$ cat config.mk
export PLATFORM = sky130hd
export DESIGN_NAME = mem_wb_skid
export DESIGN_NICKNAME = d
export VERILOG_FILES = /design/src/rtl/mem_wb_skid.sv
export SDC_FILE = /design/constraint.sdc
export NUM_CORES = 1
export LEC_CHECK = 0
export ABC_AREA = 1
export CAP_MARGIN = 20
export CORE_ASPECT_RATIO = 1.75
export CORE_UTILIZATION = 54
export CTS_CLUSTER_DIAMETER = 80
export DETAILED_ROUTE_END_ITERATION = 10
export GPL_TIMING_DRIVEN = 0
export PLACE_DENSITY = 0.84
export RECOVER_POWER = 25
export SLEW_MARGIN = 10
export SYNTH_ARGS = -nofsm -noshare
export SYNTH_HDL_FRONTEND = slang
export SYNTH_SLANG_ARGS = --single-unit
$ cat constraint.sdc
create_clock -name clk -period 2.8 [get_ports clk]
set_clock_uncertainty 0.2 [all_clocks]
set_input_delay 0.7 -clock clk [delete_from_list [all_inputs] [get_ports clk]]
set_output_delay 0.7 -clock clk [all_outputs]
set_load 0.02 [all_outputs]
$ cat src/rtl/mem_wb_skid.sv
// ============================================================================
// mem_wb_skid : MEM/WB stage register with valid/ready and a 2-entry skid
//               buffer. Optional HI/LO payload enabled by MEM_WB_HILO_EN.
// Revision    : 1.0
// ============================================================================
`default_nettype none

module mem_wb_skid #(
   parameter int DATA_W = 32,
   parameter int ADDR_W = 5,
   parameter int LANES  = 1
) (
   input  logic                     clk,
   input  logic                     rst,
   input  logic                     flush,
   input  logic                     mem_valid,
   output logic                     mem_ready,
   input  logic [LANES*DATA_W-1:0]  mem_wdata,
   input  logic [LANES*ADDR_W-1:0]  mem_waddr,
   input  logic [LANES-1:0]         mem_we,
   output logic                     wb_valid,
   input  logic                     wb_ready,
   output logic [LANES*DATA_W-1:0]  wb_wdata,
   output logic [LANES*ADDR_W-1:0]  wb_waddr,
   output logic [LANES-1:0]         wb_we,
`ifdef MEM_WB_HILO_EN
   input  logic [DATA_W-1:0]        mem_hi,
   input  logic [DATA_W-1:0]        mem_lo,
   input  logic                     mem_whilo,
   output logic [DATA_W-1:0]        wb_hi,
   output logic [DATA_W-1:0]        wb_lo,
   output logic                     wb_whilo,
`endif
   output logic [1:0]               occupancy
);

   typedef enum logic [1:0] {
      S_EMPTY = 2'd0,
      S_ONE   = 2'd1,
      S_TWO   = 2'd2
   } state_e;

   state_e state_q, state_d;
   logic   mem_ready_q, mem_ready_d;
   logic   load_main, load_skid, shift;
   logic   in_fire, out_fire;

   logic [LANES*DATA_W-1:0] main_data_q, skid_data_q;
   logic [LANES*ADDR_W-1:0] main_addr_q, skid_addr_q;
   logic [LANES-1:0]        main_we_q,   skid_we_q;

   assign wb_valid  = (state_q != S_EMPTY);
   assign in_fire   = mem_valid & mem_ready_q;
   assign out_fire  = wb_valid & wb_ready;
   assign mem_ready = mem_ready_q;

   always_comb begin
      state_d   = state_q;
      load_main = 1'b0;
      load_skid = 1'b0;
      shift     = 1'b0;
      case (state_q)
         S_EMPTY: if (in_fire) begin
            load_main = 1'b1;
            state_d   = S_ONE;
         end
         S_ONE: begin
            if (in_fire && out_fire) begin
               load_main = 1'b1;
            end else if (in_fire) begin
               load_skid = 1'b1;
               state_d   = S_TWO;
            end else if (out_fire) begin
               state_d = S_EMPTY;
            end
         end
         S_TWO: if (out_fire) begin
            shift   = 1'b1;
            state_d = S_ONE;
         end
         default: state_d = S_EMPTY;
      endcase
      // Flush drops every held entry and any entry arriving this cycle
      if (flush) begin
         state_d   = S_EMPTY;
         load_main = 1'b0;
         load_skid = 1'b0;
         shift     = 1'b0;
      end
      mem_ready_d = (state_d != S_TWO);
   end

   always_ff @(posedge clk) begin
      if (!rst) begin
         state_q     <= S_EMPTY;
         mem_ready_q <= 1'b1;
      end else begin
         state_q     <= state_d;
         mem_ready_q <= mem_ready_d;
      end
   end

   always_ff @(posedge clk) begin
      if (!rst) begin
         main_data_q <= '0;
         main_addr_q <= '0;
         main_we_q   <= '0;
         skid_data_q <= '0;
         skid_addr_q <= '0;
         skid_we_q   <= '0;
      end else begin
         if (load_main) begin
            main_data_q <= mem_wdata;
            main_addr_q <= mem_waddr;
            main_we_q   <= mem_we;
         end else if (shift) begin
            main_data_q <= skid_data_q;
            main_addr_q <= skid_addr_q;
            main_we_q   <= skid_we_q;
         end
         if (load_skid) begin
            skid_data_q <= mem_wdata;
            skid_addr_q <= mem_waddr;
            skid_we_q   <= mem_we;
         end
      end
   end

   assign wb_wdata  = main_data_q;
   assign wb_waddr  = main_addr_q;
   assign wb_we     = main_we_q & {LANES{wb_valid}};
   assign occupancy = (state_q == S_TWO) ? 2'd2 :
                      (state_q == S_ONE) ? 2'd1 : 2'd0;

`ifdef MEM_WB_HILO_EN
   logic [DATA_W-1:0] main_hi_q, main_lo_q, skid_hi_q, skid_lo_q;
   logic              main_whilo_q, skid_whilo_q;

   // HI/LO outputs read zero after flush, unlike the lane data registers
   always_ff @(posedge clk) begin
      if (!rst) begin
         main_hi_q    <= '0;
         main_lo_q    <= '0;
         main_whilo_q <= 1'b0;
         skid_hi_q    <= '0;
         skid_lo_q    <= '0;
         skid_whilo_q <= 1'b0;
      end else if (flush) begin
         main_hi_q    <= '0;
         main_lo_q    <= '0;
         main_whilo_q <= 1'b0;
      end else begin
         if (load_main) begin
            main_hi_q    <= mem_hi;
            main_lo_q    <= mem_lo;
            main_whilo_q <= mem_whilo;
         end else if (shift) begin
            main_hi_q    <= skid_hi_q;
            main_lo_q    <= skid_lo_q;
            main_whilo_q <= skid_whilo_q;
         end
         if (load_skid) begin
            skid_hi_q    <= mem_hi;
            skid_lo_q    <= mem_lo;
            skid_whilo_q <= mem_whilo;
         end
      end
   end

   assign wb_hi    = main_hi_q;
   assign wb_lo    = main_lo_q;
   assign wb_whilo = main_whilo_q & wb_valid;
`endif

endmodule

`default_nettype wire

After elaboration in Yosys (flattened, before gate mapping)
Index checks and enable logic that the tools add are counted.

word-level totals
  input bits = 43
  bits in registers = 79
  word-level logic and storage cells = 43

operators by class
  multiplexer cells = 25
  bitwise logic cells = 3
  reduce and logical (&&, ||, !) cells = 4
  eq/ne operators = 3

operators by type and width
  kind                                                  count
  2-to-1 mux 32 bit                                     2
  2-to-1 mux 2 bit                                      7
  2-to-1 mux 1 bit                                      12
  2-to-1 mux 5 bit                                      2
  case mux 2 bit (3 select lines)                       1
  nonzero test 2 bit                                    2
  bitwise AND 1 bit                                     3
  equality test 2 x 1 -> 1 bit (second input constant)  1
  equality test 2 bit (second input constant)           1
  zero test 2 bit                                       1
  != test 2 bit (second input constant)                 1
  case mux 1 bit (2 select lines)                       1
  logical AND 1 bit                                     1

Longest topological paths before layout
  word-level depth = 8
  depth in mapped cells = 8
  depth with buffers taken out = 7

Least setup slack after synthesis
No wires, ideal clock.

  kind = in2reg
  start = input port mem_valid
  end = register main_addr_q[4] (netlist: wb_waddr[4])
  data required time = 2.468 ns
  buffers on the path = 2
  data arrival time = 1.491 ns
  stages on the path = 7
  slack = 0.976 ns
  cells stage by stage = nand2_1 > nor2_4 > nand3_2 > buf_4 > buf_2 > nand3_1 > a21oi_1

between the ends
  longest elaborated chain between the ends = 6
  elaborated cells on any way between the ends = 8

ends and longest elaborated chain
  what                                                    RTL line  source
  start: declaration                                      16        input logic mem_valid,
  bitwise AND 1 bit (*)                                   53        assign in_fire = mem_valid & mem_ready_q;
  logical AND 1 bit                                       68        if (in_fire && out_fire) begin
  2-to-1 mux 1 bit                                        68
  case mux 1 bit (2 select lines) (*)                     62        case (state_q)
  2-to-1 mux 1 bit (*)                                    84        if (flush) begin
  2-to-1 mux 5 bit or nonzero test 2 bit (tied branches)  n/a
  end signal: assignment                                  114       main_addr_q <= mem_waddr;
  end signal: assignment                                  118       main_addr_q <= skid_addr_q;
  end: declaration                                        49        logic [LANES*ADDR_W-1:0] main_addr_q, skid_addr_q;

Every way passes the cells marked *; elsewhere a longest branch is shown, timed or not.
A chain may end at the register's enable or synchronous reset.

Final worst setup path
  start = register state_q[0]
  end = output port occupancy[0]

between the ends
  longest elaborated chain between the ends = 3
  elaborated cells on any way between the ends = 4

ends and longest elaborated chain
  what                          RTL line  source
  start: declaration            43        state_e state_q, state_d;
  start signal: assignment      98        state_q <= state_d;
  equality test 2 x 1 -> 1 bit  133       (state_q == S_ONE) ? 2'd1 : 2'd0;
  2-to-1 mux 1 bit              133
  2-to-1 mux 2 bit (*)          132       assign occupancy = (state_q == S_TWO) ? 2'd2 :
  end: declaration              34        output logic [1:0] occupancy

Marks and branches as above.

==> impl_metrics.toml <==
[power]
clock_power_share_pct = 40.4
switching_power_w = 0.000696
p_int_w = 0.00202
vdd_ir_drop_max_uv = 436
leakagePower_nw = 2.10
combPwrFrac_pct = 15.7
swShare_pct = 25.7
p_per_area_nw_per_um2 = 540
seqPwrFrac_pct = 43.9

[grt]
antenna_found_initial = 0
grt_util_all_layers_pct = 31.8
grt_max_degree = 12
grt_pass1_wl_microns = 18300
grt-ovfl-total = 0
first_global_vias = 4007

[synth]
yosysWarnings = 0
synth_seq_cells = 79
syn_area_per_cell_sq_um = 7.03
synth_cell_types = 21
synth_nets = 585
postSynthCellCount = 542
synth-seq-area-share_pct = 41.5
netlist_area_sq_um = 3810
synth_area_leaders = "dfxtp_1 42%, nand4_1 12%, nand2_1 12%"
netlist.area_leader.share_pct = 41.5
synth_top_area_cell = "dfxtp_1"

[final_layout]
diodes = 0
final_common_cell = "nand2_1"
syn_to_final_growth_pct = 31.9
fin_nets = 680
n_fill_cell = 557
instances_no_fill = 725
finalInstanceArea_sq_um = 5020
utilization_pct = 73.3
layout_common_cells = "120 x nand2_1, 79 x nand3_1, 79 x dfxtp_1"
drive_above_1_share_pct = 7.18

[die]
core-area_sq_um = 6860
fp.dieH_microns = 113
die_w_microns = 65.5
initial_utilization_pct = 55.6
num_rows = 40
die-area_sq_um = 7410
num_io_pins = 85

[placed_design]
place_inst = 710
hpwlAfterDp_microns = 7630
numPortBuffers = 84
placed_area_sq_um = 4760
place.gp.congestion = 0.888

[clock_network]
cts_buffers = 9
cts.sinks = 79
post-cts-setup-buffers = 0
root_buffer = "clkbuf_16"
cts_buffer_depth = 2
cts_tree = "yes"
path_clk_slew_ns = 0.06
h-tree-depth = 3
clock_latency_ns = 0.34
hold_buffers = 0

[worst_setup_path]
crit_slowest_cell = "clkdlybuf4s50_1"
crit_fanout = 5
startpoint_type = "flop"
crit_chain = "inv_1, nor2_1, clkdlybuf4s50_1"
required_ns = 1.90
cp-end-kind = "output port"
critPathArrivalTime_ns = 1.71
cp_slowest_stage_delay_ns = 0.63
worstSetupPathType = "flop to output port"
cp_top_family = "buffers and inverters"
crit_buf_inv = 2

[route]
vias = 4233
drc = 0
wl_met3_microns = 528
wl_met2_microns = 5930
drt-met1-wl_microns = 4390
detail-route-antenna-nets = 0
drt-wirelength-per-cell_microns = 15.4
drtPass1Iterations = 6
drtIter0Drc = 413
totalWireLength_microns = 11100
topRoutingLayerUsed = "met4"
avgViaCountPerCell = 5.84

[flow_run]
cap_viol_max_count = 0

[timing]
slew_viol_final = 0
grt_setup_unrepaired = "no"
finalHoldViolCount = 0
maxSlewHeadroom_pct = 66.0
setup_viol = 0
fin_crit_ns = 2.61
fmax_ghz = 0.383
fin_tns_setup_ns = 0
fin_crit_sh_pct = 93.2
worst_pin_slew_ns = 0.510

[status]
status = "finished, final reports clean"

[min_path]
hold_class = "flop to flop"
-- kinds of logic (layout without fill, tap and decap cells) --
group | Yosys count | in the layout | share of synthesized area [%]
AOI/OAI and AO/OA | 80 | 80 | 10.6
buffers and inverters | 101 | 200 | 11.9
DFF | 79 | 79 | 41.5
and+or+nand+nor | 282 | 282 | 36.0
-- stage by stage --
| step | power, W | setup slack, ns | hold WS (ns) |
|---|---|---|---|
| finish | 0.00271 | 0.192 | 0.260 |
| global route | 0.00280 | 0.121 | 0.270 |
| CTS | 0.00272 | 0.0106 | 0.261 |
| detailed placement | 0.00164 | 0.219 | 0.252 |
| global placement | 0.00164 | 0.277 | 0.248 |
| floorplan | 0.00144 | 0.976 | 0.240 |
-- sequential cells by signal (all words and copies together) (netlist names) --
signal	count
wb_waddr	5
skid_addr_q	5
skid_we_q	1
main_we_q	1
mem_ready	1
wb_wdata	32
skid_data_q	32
state_q	2
-- final timing paths --
kind | startpoint | endpoint | slack, ns | cells past startpoint
setup / recovery | state_q[0] | occupancy[0] | 0.19 | 3
hold / removal | skid_addr_q[4] | skid_addr_q[4] | 0.26 | 2
setup reg to reg | mem_ready | skid_data_q[23] | 0.79 | 6
hold reg to reg | skid_addr_q[4] | skid_addr_q[4] | 0.26 | 2
-- metal layers --
layer  up-vias  GRT usage (%)
met5         -              0
met4         0           18.3
li1       2044              -
met1      1992           35.6
met3        24           3.63
met2       173           56.4
-- worst reg2reg max path, stage by stage, from the launching register on --
cell and delay, ns:
dfxtp_1 0.35, nand2_1 0.11, nor2_1 0.37, buf_2 0.30, buf_2 0.27, nand4_1 0.13
a21oi_1 0.19
-- Yosys cell counts --
library cell	count
nor2_4	2
a21oi_1	76
buf_1	3
nand2_1	120
inv_2	2
dfxtp_1	79
clkbuf_1	23
nand3_2	1
buf_4	9
o21a_1	1
nor2_1	3
buf_2	19
nand2_2	1
nand4_1	76
nor3_1	1
inv_1	42
nand3_1	78
o211ai_1	1
buf_6	2
o21ai_0	2
clkinv_1	1
-- power by group through the flow --
| stage | sequential, W | clock (W) | combinational (W) |
|---|---|---|---|
| 4_1_cts | 0.00119 | 0.00110 | 0.000431 |
| 3_5_place_dp | 0.00121 | 0 | 0.000428 |
| 2_1_floorplan | 0.00126 | 0 | 0.000183 |
| 5_1_grt | 0.00119 | 0.00114 | 0.000462 |
| 3_3_place_gp | 0.00121 | 0 | 0.000423 |
| 6_report | 0.00119 | 0.00109 | 0.000426 |
-- cell type report --
type                       count  area, sq um  area share [%]
buffer                        56          283            5.63
timing repair buffer          84          843            16.8
inverter                      45          169            3.36
tap                           84          105            2.09
multi-input combinational    362         1760            35.1
sequential                    79         1580            31.5
clock buffer                  15          278            5.53
-- repair_timing --
action,4_1_cts,5_1_grt
setup endpoints to repair,0,1
hold endpoints to repair,0,0
resized for setup,0,1
Note: power is estimated with default switching activity, not from simulation.
